==> src/rtl/rv_decode_pkg.sv <==
// Shared opcodes, ALU control codes and the delay-line entry format for the
// RV32I/RV64I decode pipe.
package rv_decode_pkg;

   localparam logic [6:0] OpcOp     = 7'h33;
   localparam logic [6:0] OpcOpImm  = 7'h13;
   localparam logic [6:0] OpcLoad   = 7'h03;
   localparam logic [6:0] OpcStore  = 7'h23;
   localparam logic [6:0] OpcBranch = 7'h63;
   localparam logic [6:0] OpcJal    = 7'h6F;
   localparam logic [6:0] OpcJalr   = 7'h67;
   localparam logic [6:0] OpcLui    = 7'h37;
   localparam logic [6:0] OpcAuipc  = 7'h17;

   typedef enum logic [3:0] {
      AluAnd   = 4'b0000,
      AluSll   = 4'b0001,
      AluAdd   = 4'b0010,
      AluOr    = 4'b0011,
      AluSub   = 4'b0100,
      AluSlt   = 4'b0101,
      AluXor   = 4'b0110,
      AluSltu  = 4'b0111,
      AluSrl   = 4'b1000,
      AluSra   = 4'b1001,
      AluJalr  = 4'b1010,
      AluJal   = 4'b1011,
      AluStore = 4'b1100,
      AluLoad  = 4'b1101,
      AluAuipc = 4'b1110,
      AluNop   = 4'b1111
   } alu_op_t;

   localparam int unsigned RegAw = 5;

   typedef struct packed {
      logic             valid;
      logic [RegAw-1:0] rs1;
      logic [RegAw-1:0] rs2;
      logic [RegAw-1:0] rd;
      logic             we;
   } regnum_t;

endpackage

==> src/rtl/rv_decode_pipe_if.sv <==
// Fetch-side handshake plus decode and writeback outputs of rv_decode_pipe.
interface rv_decode_pipe_if #(
   parameter int unsigned XLEN   = 32,
   parameter int unsigned REG_AW = 5
);
   logic              in_valid;
   logic              in_ready;
   logic [31:0]       inst;
   logic              stall;
   logic              flush;
   logic              dec_valid;
   logic [REG_AW-1:0] dec_rs1;
   logic [REG_AW-1:0] dec_rs2;
   logic [REG_AW-1:0] dec_rd;
   logic [XLEN-1:0]   dec_imm;
   logic [3:0]        dec_alu;
   logic              dec_we;
   logic              dec_illegal;
   logic              wb_valid;
   logic [REG_AW-1:0] wb_rs1;
   logic [REG_AW-1:0] wb_rs2;
   logic [REG_AW-1:0] wb_rd;
   logic              wb_we;

   modport master (
      output in_valid, inst, stall, flush,
      input  in_ready, dec_valid, dec_rs1, dec_rs2, dec_rd, dec_imm, dec_alu, dec_we,
      input  dec_illegal, wb_valid, wb_rs1, wb_rs2, wb_rd, wb_we
   );

   modport slave (
      input  in_valid, inst, stall, flush,
      output in_ready, dec_valid, dec_rs1, dec_rs2, dec_rd, dec_imm, dec_alu, dec_we,
      output dec_illegal, wb_valid, wb_rs1, wb_rs2, wb_rd, wb_we
   );
endinterface

==> src/rtl/regnum_delay_line.sv <==
// Fixed-depth shift register with enable and synchronous clear.
module regnum_delay_line #(
   parameter int unsigned DEPTH = 4,
   parameter int unsigned W     = 17
) (
   input  logic         clk_i,
   input  logic         clr_i,
   input  logic         en_i,
   input  logic [W-1:0] d_i,
   output logic [W-1:0] q_o
);

   logic [W-1:0] stage_q [DEPTH];

   always_ff @(posedge clk_i) begin
      if (clr_i) begin
         for (int i = 0; i < DEPTH; i++) stage_q[i] <= '0;
      end else if (en_i) begin
         stage_q[0] <= d_i;
         for (int i = 1; i < DEPTH; i++) stage_q[i] <= stage_q[i-1];
      end
   end

   assign q_o = stage_q[DEPTH-1];

endmodule

==> src/rtl/rv_decode_pipe.sv <==
// Registered RV32I/RV64I decode stage feeding a register-number delay line
// that presents rs1/rs2/rd/we to writeback DELAY_STAGES cycles later.
module rv_decode_pipe
   import rv_decode_pkg::*;
#(
   parameter int unsigned XLEN         = 32,
   parameter int unsigned DELAY_STAGES = 4,
   parameter int unsigned REG_AW       = 5
) (
   input logic             clk,
   input logic             rst_b,
   rv_decode_pipe_if.slave bus
);

   localparam bit          Is64 = (XLEN == 64);
   localparam int unsigned ShW  = Is64 ? 6 : 5;

   logic [6:0]        opc;
   logic [2:0]        f3;
   logic [6:0]        f7;
   logic [REG_AW-1:0] rs1_f, rs2_f, rd_f;
   logic [XLEN-1:0]   imm_i, imm_s, imm_b, imm_u, imm_j, imm_sh;
   logic              sh_hi_zero, load_f3_ok, store_f3_ok;

   assign opc   = bus.inst[6:0];
   assign f3    = bus.inst[14:12];
   assign f7    = bus.inst[31:25];
   assign rs1_f = REG_AW'(bus.inst[19:15]);
   assign rs2_f = REG_AW'(bus.inst[24:20]);
   assign rd_f  = REG_AW'(bus.inst[11:7]);

   assign imm_i  = XLEN'($signed(bus.inst[31:20]));
   assign imm_s  = XLEN'($signed({bus.inst[31:25], bus.inst[11:7]}));
   assign imm_b  = XLEN'($signed({bus.inst[31], bus.inst[7], bus.inst[30:25],
                                  bus.inst[11:8], 1'b0}));
   assign imm_u  = XLEN'($signed({bus.inst[31:12], 12'b0}));
   assign imm_j  = XLEN'($signed({bus.inst[31], bus.inst[19:12], bus.inst[20],
                                  bus.inst[30:21], 1'b0}));
   assign imm_sh = XLEN'(bus.inst[20 +: ShW]);

   // Shift-immediate funct bits above the shamt, excluding inst[30] (SRA select).
   assign sh_hi_zero  = !bus.inst[31] && (bus.inst[29:20+ShW] == '0);
   assign load_f3_ok  = (f3 inside {3'b000, 3'b001, 3'b010, 3'b100, 3'b101}) ||
                        (Is64 && (f3 inside {3'b011, 3'b110}));
   assign store_f3_ok = (f3 < 3'd3) || (Is64 && (f3 == 3'd3));

   alu_op_t           alu_d, alu_q;
   logic [REG_AW-1:0] rs1_d, rs2_d, rd_d, rs1_q, rs2_q, rd_q;
   logic [XLEN-1:0]   imm_d, imm_q;
   logic              wr, we_d, we_q, ill_d, ill_q, valid_q;

   always_comb begin
      alu_d = AluNop;
      rs1_d = '0;
      rs2_d = '0;
      rd_d  = '0;
      imm_d = '0;
      wr    = 1'b0;
      ill_d = 1'b0;
      case (opc)
         OpcOp: begin
            rs1_d = rs1_f;
            rs2_d = rs2_f;
            rd_d  = rd_f;
            wr    = 1'b1;
            case ({f7, f3})
               {7'h00, 3'b000}: alu_d = AluAdd;
               {7'h20, 3'b000}: alu_d = AluSub;
               {7'h00, 3'b001}: alu_d = AluSll;
               {7'h00, 3'b010}: alu_d = AluSlt;
               {7'h00, 3'b011}: alu_d = AluSltu;
               {7'h00, 3'b100}: alu_d = AluXor;
               {7'h00, 3'b101}: alu_d = AluSrl;
               {7'h20, 3'b101}: alu_d = AluSra;
               {7'h00, 3'b110}: alu_d = AluOr;
               {7'h00, 3'b111}: alu_d = AluAnd;
               default:         ill_d = 1'b1;
            endcase
         end
         OpcOpImm: begin
            rs1_d = rs1_f;
            rd_d  = rd_f;
            wr    = 1'b1;
            imm_d = imm_i;
            case (f3)
               3'b000: alu_d = AluAdd;
               3'b010: alu_d = AluSlt;
               3'b011: alu_d = AluSltu;
               3'b100: alu_d = AluXor;
               3'b110: alu_d = AluOr;
               3'b111: alu_d = AluAnd;
               3'b001: begin
                  alu_d = AluSll;
                  imm_d = imm_sh;
                  ill_d = !sh_hi_zero || bus.inst[30];
               end
               default: begin
                  alu_d = bus.inst[30] ? AluSra : AluSrl;
                  imm_d = imm_sh;
                  ill_d = !sh_hi_zero;
               end
            endcase
         end
         OpcLoad: begin
            rs1_d = rs1_f;
            rd_d  = rd_f;
            wr    = 1'b1;
            imm_d = imm_i;
            alu_d = AluLoad;
            ill_d = !load_f3_ok;
         end
         OpcStore: begin
            rs1_d = rs1_f;
            rs2_d = rs2_f;
            imm_d = imm_s;
            alu_d = AluStore;
            ill_d = !store_f3_ok;
         end
         OpcBranch: begin
            rs1_d = rs1_f;
            rs2_d = rs2_f;
            imm_d = imm_b;
            ill_d = (f3[2:1] == 2'b01);
         end
         OpcJal: begin
            rd_d  = rd_f;
            wr    = 1'b1;
            imm_d = imm_j;
            alu_d = AluJal;
         end
         OpcJalr: begin
            rs1_d = rs1_f;
            rd_d  = rd_f;
            wr    = 1'b1;
            imm_d = imm_i;
            alu_d = AluJalr;
            ill_d = (f3 != 3'b000);
         end
         OpcLui: begin
            rd_d  = rd_f;
            wr    = 1'b1;
            imm_d = imm_u;
            alu_d = AluAdd;
         end
         OpcAuipc: begin
            rd_d  = rd_f;
            wr    = 1'b1;
            imm_d = imm_u;
            alu_d = AluAuipc;
         end
         default: ill_d = 1'b1;
      endcase
      if (ill_d) begin
         alu_d = AluNop;
         rs1_d = '0;
         rs2_d = '0;
         rd_d  = '0;
         imm_d = '0;
         wr    = 1'b0;
      end
      we_d = wr && (rd_d != '0);
   end

   // Flush wins over accept and also clears dec_valid while stalled.
   always_ff @(posedge clk) begin
      if (rst_b) begin
         valid_q <= 1'b0;
         alu_q   <= AluNop;
         rs1_q   <= '0;
         rs2_q   <= '0;
         rd_q    <= '0;
         imm_q   <= '0;
         we_q    <= 1'b0;
         ill_q   <= 1'b0;
      end else if (bus.flush) begin
         valid_q <= 1'b0;
      end else if (!bus.stall) begin
         valid_q <= bus.in_valid;
         if (bus.in_valid) begin
            alu_q <= alu_d;
            rs1_q <= rs1_d;
            rs2_q <= rs2_d;
            rd_q  <= rd_d;
            imm_q <= imm_d;
            we_q  <= we_d;
            ill_q <= ill_d;
         end
      end
   end

   regnum_t line_in, line_out;

   always_comb begin
      line_in.valid = valid_q && !bus.flush;
      line_in.rs1   = RegAw'(rs1_q);
      line_in.rs2   = RegAw'(rs2_q);
      line_in.rd    = RegAw'(rd_q);
      line_in.we    = we_q;
   end

   regnum_delay_line #(
      .DEPTH (DELAY_STAGES),
      .W     ($bits(regnum_t))
   ) u_delay (
      .clk_i (clk),
      .clr_i (rst_b),
      .en_i  (!bus.stall),
      .d_i   (line_in),
      .q_o   (line_out)
   );

   assign bus.in_ready    = !bus.stall && !rst_b;
   assign bus.dec_valid   = valid_q;
   assign bus.dec_rs1     = rs1_q;
   assign bus.dec_rs2     = rs2_q;
   assign bus.dec_rd      = rd_q;
   assign bus.dec_imm     = imm_q;
   assign bus.dec_alu     = alu_q;
   assign bus.dec_we      = we_q;
   assign bus.dec_illegal = ill_q;
   assign bus.wb_valid    = line_out.valid;
   assign bus.wb_rs1      = REG_AW'(line_out.rs1);
   assign bus.wb_rs2      = REG_AW'(line_out.rs2);
   assign bus.wb_rd       = REG_AW'(line_out.rd);
   assign bus.wb_we       = line_out.we;

endmodule

==> src/flat_wrapper.sv <==
// flat-port wrapper written by rule: the top's interface ports become plain ports
module rv_decode_pipe_flat import rv_decode_pkg::*;
#(
   parameter int unsigned XLEN         = 32,
   parameter int unsigned DELAY_STAGES = 4,
   parameter int unsigned REG_AW       = 5
)
  (clk, rst_b, bus_in_valid, bus_inst, bus_stall, bus_flush, bus_in_ready, bus_dec_valid, bus_dec_rs1, bus_dec_rs2, bus_dec_rd, bus_dec_imm, bus_dec_alu, bus_dec_we, bus_dec_illegal, bus_wb_valid, bus_wb_rs1, bus_wb_rs2, bus_wb_rd, bus_wb_we);
  rv_decode_pipe_if #(.XLEN(XLEN), .REG_AW(REG_AW)) bus_i ();
  input logic clk;
  input logic rst_b;
  input wire logic [$bits(bus_i.in_valid)-1:0] bus_in_valid;
  input wire logic [$bits(bus_i.inst)-1:0] bus_inst;
  input wire logic [$bits(bus_i.stall)-1:0] bus_stall;
  input wire logic [$bits(bus_i.flush)-1:0] bus_flush;
  output wire logic [$bits(bus_i.in_ready)-1:0] bus_in_ready;
  output wire logic [$bits(bus_i.dec_valid)-1:0] bus_dec_valid;
  output wire logic [$bits(bus_i.dec_rs1)-1:0] bus_dec_rs1;
  output wire logic [$bits(bus_i.dec_rs2)-1:0] bus_dec_rs2;
  output wire logic [$bits(bus_i.dec_rd)-1:0] bus_dec_rd;
  output wire logic [$bits(bus_i.dec_imm)-1:0] bus_dec_imm;
  output wire logic [$bits(bus_i.dec_alu)-1:0] bus_dec_alu;
  output wire logic [$bits(bus_i.dec_we)-1:0] bus_dec_we;
  output wire logic [$bits(bus_i.dec_illegal)-1:0] bus_dec_illegal;
  output wire logic [$bits(bus_i.wb_valid)-1:0] bus_wb_valid;
  output wire logic [$bits(bus_i.wb_rs1)-1:0] bus_wb_rs1;
  output wire logic [$bits(bus_i.wb_rs2)-1:0] bus_wb_rs2;
  output wire logic [$bits(bus_i.wb_rd)-1:0] bus_wb_rd;
  output wire logic [$bits(bus_i.wb_we)-1:0] bus_wb_we;
  assign bus_i.in_valid = bus_in_valid;
  assign bus_i.inst = bus_inst;
  assign bus_i.stall = bus_stall;
  assign bus_i.flush = bus_flush;
  assign bus_in_ready = bus_i.in_ready;
  assign bus_dec_valid = bus_i.dec_valid;
  assign bus_dec_rs1 = bus_i.dec_rs1;
  assign bus_dec_rs2 = bus_i.dec_rs2;
  assign bus_dec_rd = bus_i.dec_rd;
  assign bus_dec_imm = bus_i.dec_imm;
  assign bus_dec_alu = bus_i.dec_alu;
  assign bus_dec_we = bus_i.dec_we;
  assign bus_dec_illegal = bus_i.dec_illegal;
  assign bus_wb_valid = bus_i.wb_valid;
  assign bus_wb_rs1 = bus_i.wb_rs1;
  assign bus_wb_rs2 = bus_i.wb_rs2;
  assign bus_wb_rd = bus_i.wb_rd;
  assign bus_wb_we = bus_i.wb_we;
  rv_decode_pipe #(.XLEN(XLEN), .DELAY_STAGES(DELAY_STAGES), .REG_AW(REG_AW)) u_core (.clk(clk), .rst_b(rst_b), .bus(bus_i));
endmodule
==> config.mk <==
export PLATFORM = sky130hd
export DESIGN_NAME = rv_decode_pipe_flat
export DESIGN_NICKNAME = d
export VERILOG_FILES = /design/src/rtl/rv_decode_pkg.sv /design/src/rtl/rv_decode_pipe_if.sv /design/src/rtl/regnum_delay_line.sv /design/src/rtl/rv_decode_pipe.sv /design/src/flat_wrapper.sv
export SDC_FILE = /design/constraint.sdc
export NUM_CORES = 1
export LEC_CHECK = 0
export ABC_AREA = 1
export BUFFER_PORTS_ARGS = -buffer_cell sky130_fd_sc_hd__buf_2
export CAP_MARGIN = 10
export CORE_MARGIN = 2
export CORE_UTILIZATION = 28
export DETAILED_ROUTE_END_ITERATION = 16
export PLACE_DENSITY = 0.57
export SETUP_SLACK_MARGIN = 0.1
export SYNTH_ARGS = -nofsm -noshare
export SYNTH_HDL_FRONTEND = slang
export SYNTH_SLANG_ARGS = --single-unit
==> constraint.sdc <==
create_clock -name clk -period 3.5 [get_ports clk]
set_input_delay 0.175 -clock clk [delete_from_list [all_inputs] [get_ports clk]]
set_output_delay 0.175 -clock clk [all_outputs]
set_load 0.02 [all_outputs]
==> impl_metrics.env <==
export IMPL_crit_required_ns=3.84
export IMPL_grt_total_usage=0.135
export IMPL_p_leak_nw=3.00
export IMPL_place_ws_ns=1.21
export IMPL_gr_usage_met1=0.160
export IMPL_vdd_drop_max_mv=0.320
export IMPL_die_w_um=147
export IMPL_fp_row_count=52
export IMPL_worstMarginPinSlew_ns=1.06
export IMPL_synth_adder_area_share=0
export IMPL_hold_path_class="in2reg"
export IMPL_layout_drive_gt1_share=0.254
export IMPL_yosysTopAreaCell="edfxtp_1"
export IMPL_via_per_inst=4.28
export IMPL_crit_path_start_kind="primary input"
export IMPL_post_cts_resized=0
export IMPL_cpMaxStageDelayCell="nor2_4"
export IMPL_grt_pass1_vias=4214
export IMPL_crit_fanout=29
export IMPL_hold_viol=0
export IMPL_tns_ns=0
export IMPL_synth_top_family_by_area="simple AND/OR/NAND/NOR gates"
export IMPL_cts_tree="done"
export IMPL_setup_worst_path_start="bus_inst[6]"
export IMPL_synth_seq_cells=122
export IMPL_setup_viol=0
export IMPL_port_buffers=108
export IMPL_synth_xor_area_frac=0
export IMPL_fin_ws_ns=1.63
export IMPL_n_antenna_cell=0
export IMPL_grt_use_met2=0.230
export IMPL_max_freq_mhz=535
export IMPL_io_pin_count=109
export IMPL_routed_wl_mm=13.9
export IMPL_end_kind="flip-flop"
export IMPL_yosysTopAreaCellShare=0.356
export IMPL_routabilityCongestion=0.822
export IMPL_clockBufferDepth=2
export IMPL_r2r_setup_slack_ns=2.73
export IMPL_powerDensity_nw_per_um2=491
export IMPL_synthTopCellsByArea="edfxtp_1 36%, dfxtp_1 19%, nand2_1 7.5%, nor2_1 7.0%, inv_1 6.2%"
export IMPL_finalCritPeriodShare=0.534
export IMPL_holdBufCountCts=0
export IMPL_area_growth_pct=21.4
export IMPL_gr_total_overflow=0
export IMPL_postSynthCellCount=667
export IMPL_syn_nets=704
export IMPL_r2r_start="u_core.bus.dec_rd[4]"
export IMPL_drc=0
export IMPL_cts_root_buf="clkbuf_16"
export IMPL_grt_start_max_net_pins=69
export IMPL_path_class="in2reg"
export IMPL_synth_edf_count=68
export IMPL_cp_cell_sequence="buf_2 -> nor3_1 -> nand2_1 -> nand2_1 -> nor2_4 -> nand2_2 -> inv_1 -> nor2_4 -> o31ai_1 -> nand2_1 -> nand2_1 -> a21oi_1"
export IMPL_crit_top_cell="nand2_1"
export IMPL_status="completed"
export IMPL_synth_area_per_cell_um2=8.59
export IMPL_synth_async_sr_flop_share=0
export IMPL_rr_worst_depth=2
export IMPL_crit_path_end="u_core.bus.dec_we"
export IMPL_fin_skew_ns=0.00543
export IMPL_post_cts_buffers=0
export IMPL_yosysMostFrequentCell="nand2_1"
export IMPL_routed_via_count=4451
export IMPL_drv_cap=0
export IMPL_cts_sinks=122
export IMPL_synth_mux_area_frac=0
export IMPL_clkLatencyLatePin_ns=0.41
export IMPL_path_clk_slew_ns=0.06
export IMPL_dieArea_um2=21600
export IMPL_slew_headroom=0.290
export IMPL_antenna_left=0
export IMPL_synth_distinct_cells=38
export IMPL_synth_simple_area_share=0.253
export IMPL_grt_pass1_wl_mm=22.3
export IMPL_drt_iter0_drc=246
export IMPL_ys_seq_area_frac=0.545
export IMPL_rr_endpoint="u_core.u_delay.stage_q[0][5]"
export IMPL_drt_pass1_iterations=5
export IMPL_critPathMaxStageDelay_ns=0.62
export IMPL_critPathArrivalTime_ns=2.21
export IMPL_core_area_um2=20200
export IMPL_final_fill_count=2118
export IMPL_h_tree_depth=4
export IMPL_synth_common_cells="115 x nand2_1, 107 x nor2_1, 95 x inv_1, 68 x edfxtp_1, 54 x dfxtp_1"
export IMPL_wl_per_cell_um=13.4
export IMPL_numCtsBuffers=17
export IMPL_finalPower_mw=3.41
export IMPL_grtUsageMet3=0.0516
export IMPL_busiest_layer="met2"
export IMPL_synth_compound_area_frac=0.0904
export IMPL_antenna_found_initial=0
export IMPL_netlist_area_um2=5730
export IMPL_chipHeight_um=147
export IMPL_drv_slew=0
export IMPL_start_util=0.284
export IMPL_ys_warn_count=0
export IMPL_dp_hpwl_mm=10.0
export IMPL_nNetsFinal=793
export IMPL_rsz0062_at_grt="false"
export IMPL_ys_flop_type="edfxtp_1"
export IMPL_period_needed_ns=1.87
[logic make-up after synthesis]
| logic type | Yosys count |
|---|---|
| simple gates | 306 |
| flops | 122 |
| compound gates | 92 |
| buf+inv | 147 |
[per-stage QoR]
step                      utilization  cell area (µm²)  cells  hold WS [ns]
after floorplan                     -             5730    667         0.335
after global placement          0.317             6400   1007         0.451
after detailed placement        0.317             6400   1007         0.454
after CTS                       0.345             6960   1039        0.0321
after global routing            0.345             6960   1039        0.0356
final                           0.345             6960   1039        0.0509
[state kept, by name, indices dropped and copies added, names as in the netlist]
name	count
u_core.u_delay.stage_q	68
u_core.bus.dec_imm	32
u_core.bus.dec_rd	5
u_core.bus.dec_rs1	5
u_core.bus.dec_rs2	5
u_core.bus.dec_alu	4
u_core.bus.dec_illegal	1
u_core.bus.dec_valid	1
u_core.bus.dec_we	1
[routing by layer]
| layer | share of wire | vias to the layer above |
|---|---|---|
| met5 | 0 | - |
| met4 | 0.0067 | 0 |
| met3 | 0.063 | 9 |
| met2 | 0.50 | 115 |
| met1 | 0.44 | 2015 |
| li1 | - | 2312 |
[placed cells by master, fill, tap and decap left out, types with 2 or more instances in the layout]
master     Yosys  routed
clkbuf_16      0      17
a21oi_1       52      52
buf_2          3     108
o31ai_1        2       2
nand2_4        2       2
a22oi_1        2       2
nor2_4         9       9
o22ai_1        7       7
clkinv_2       0       2
nand4_1        4       4
clkinv_4       0       7
nand3_1       38      38
buf_4         17       5
edfxtp_1      68      68
a211oi_1       5       5
nand2_1      115     113
nor2_8         2       2
nand2_2       10      12
dfxtp_1       54      54
nand3_2       12      12
o21ai_0       15      15
a21oi_2        3       3
inv_1         95      95
nor2_2         3       3
inv_2          8       8
clkinv_1       1       3
nor2_1       107     107
[worst max-delay path, delay by kind of cell]
family	cells	cell delay [ns]
compound gates	2	0.29
buf+inv	2	0.20
simple gates	8	1.53
[worst min-delay path by stage]
stage,start,to,slack (ns),cells past startpoint
floorplan,bus_inst[15],u_core.bus.dec_rs1[0],0.33,2
global placement,u_core.bus.dec_imm[23],u_core.bus.dec_imm[23],0.45,2
detailed placement,u_core.bus.dec_imm[20],u_core.bus.dec_imm[20],0.45,2
CTS,bus_inst[25],u_core.bus.dec_imm[5],0.03,3
global route,bus_inst[26],u_core.bus.dec_imm[6],0.04,3
finish,bus_inst[15],u_core.bus.dec_rs1[0],0.05,3
[layout make-up]
class,instances,area [µm²],share of cell area
sequential,122,3120,0.449
multi-input combinational,398,1970,0.284
timing repair buffer,113,578,0.0831
clock buffer,18,429,0.0617
inverter,104,390,0.0561
tap,270,338,0.0486
clock inverter,14,125,0.0180
[power breakdown]
part           switching, mW  total, mW  leakage [nW]  internal, mW
clock network          0.639       1.61         0.269         0.975
logic                  0.165      0.224          1.54        0.0584
registers             0.0122       1.57          1.19          1.56
Note: power is estimated with default switching activity, not from simulation.
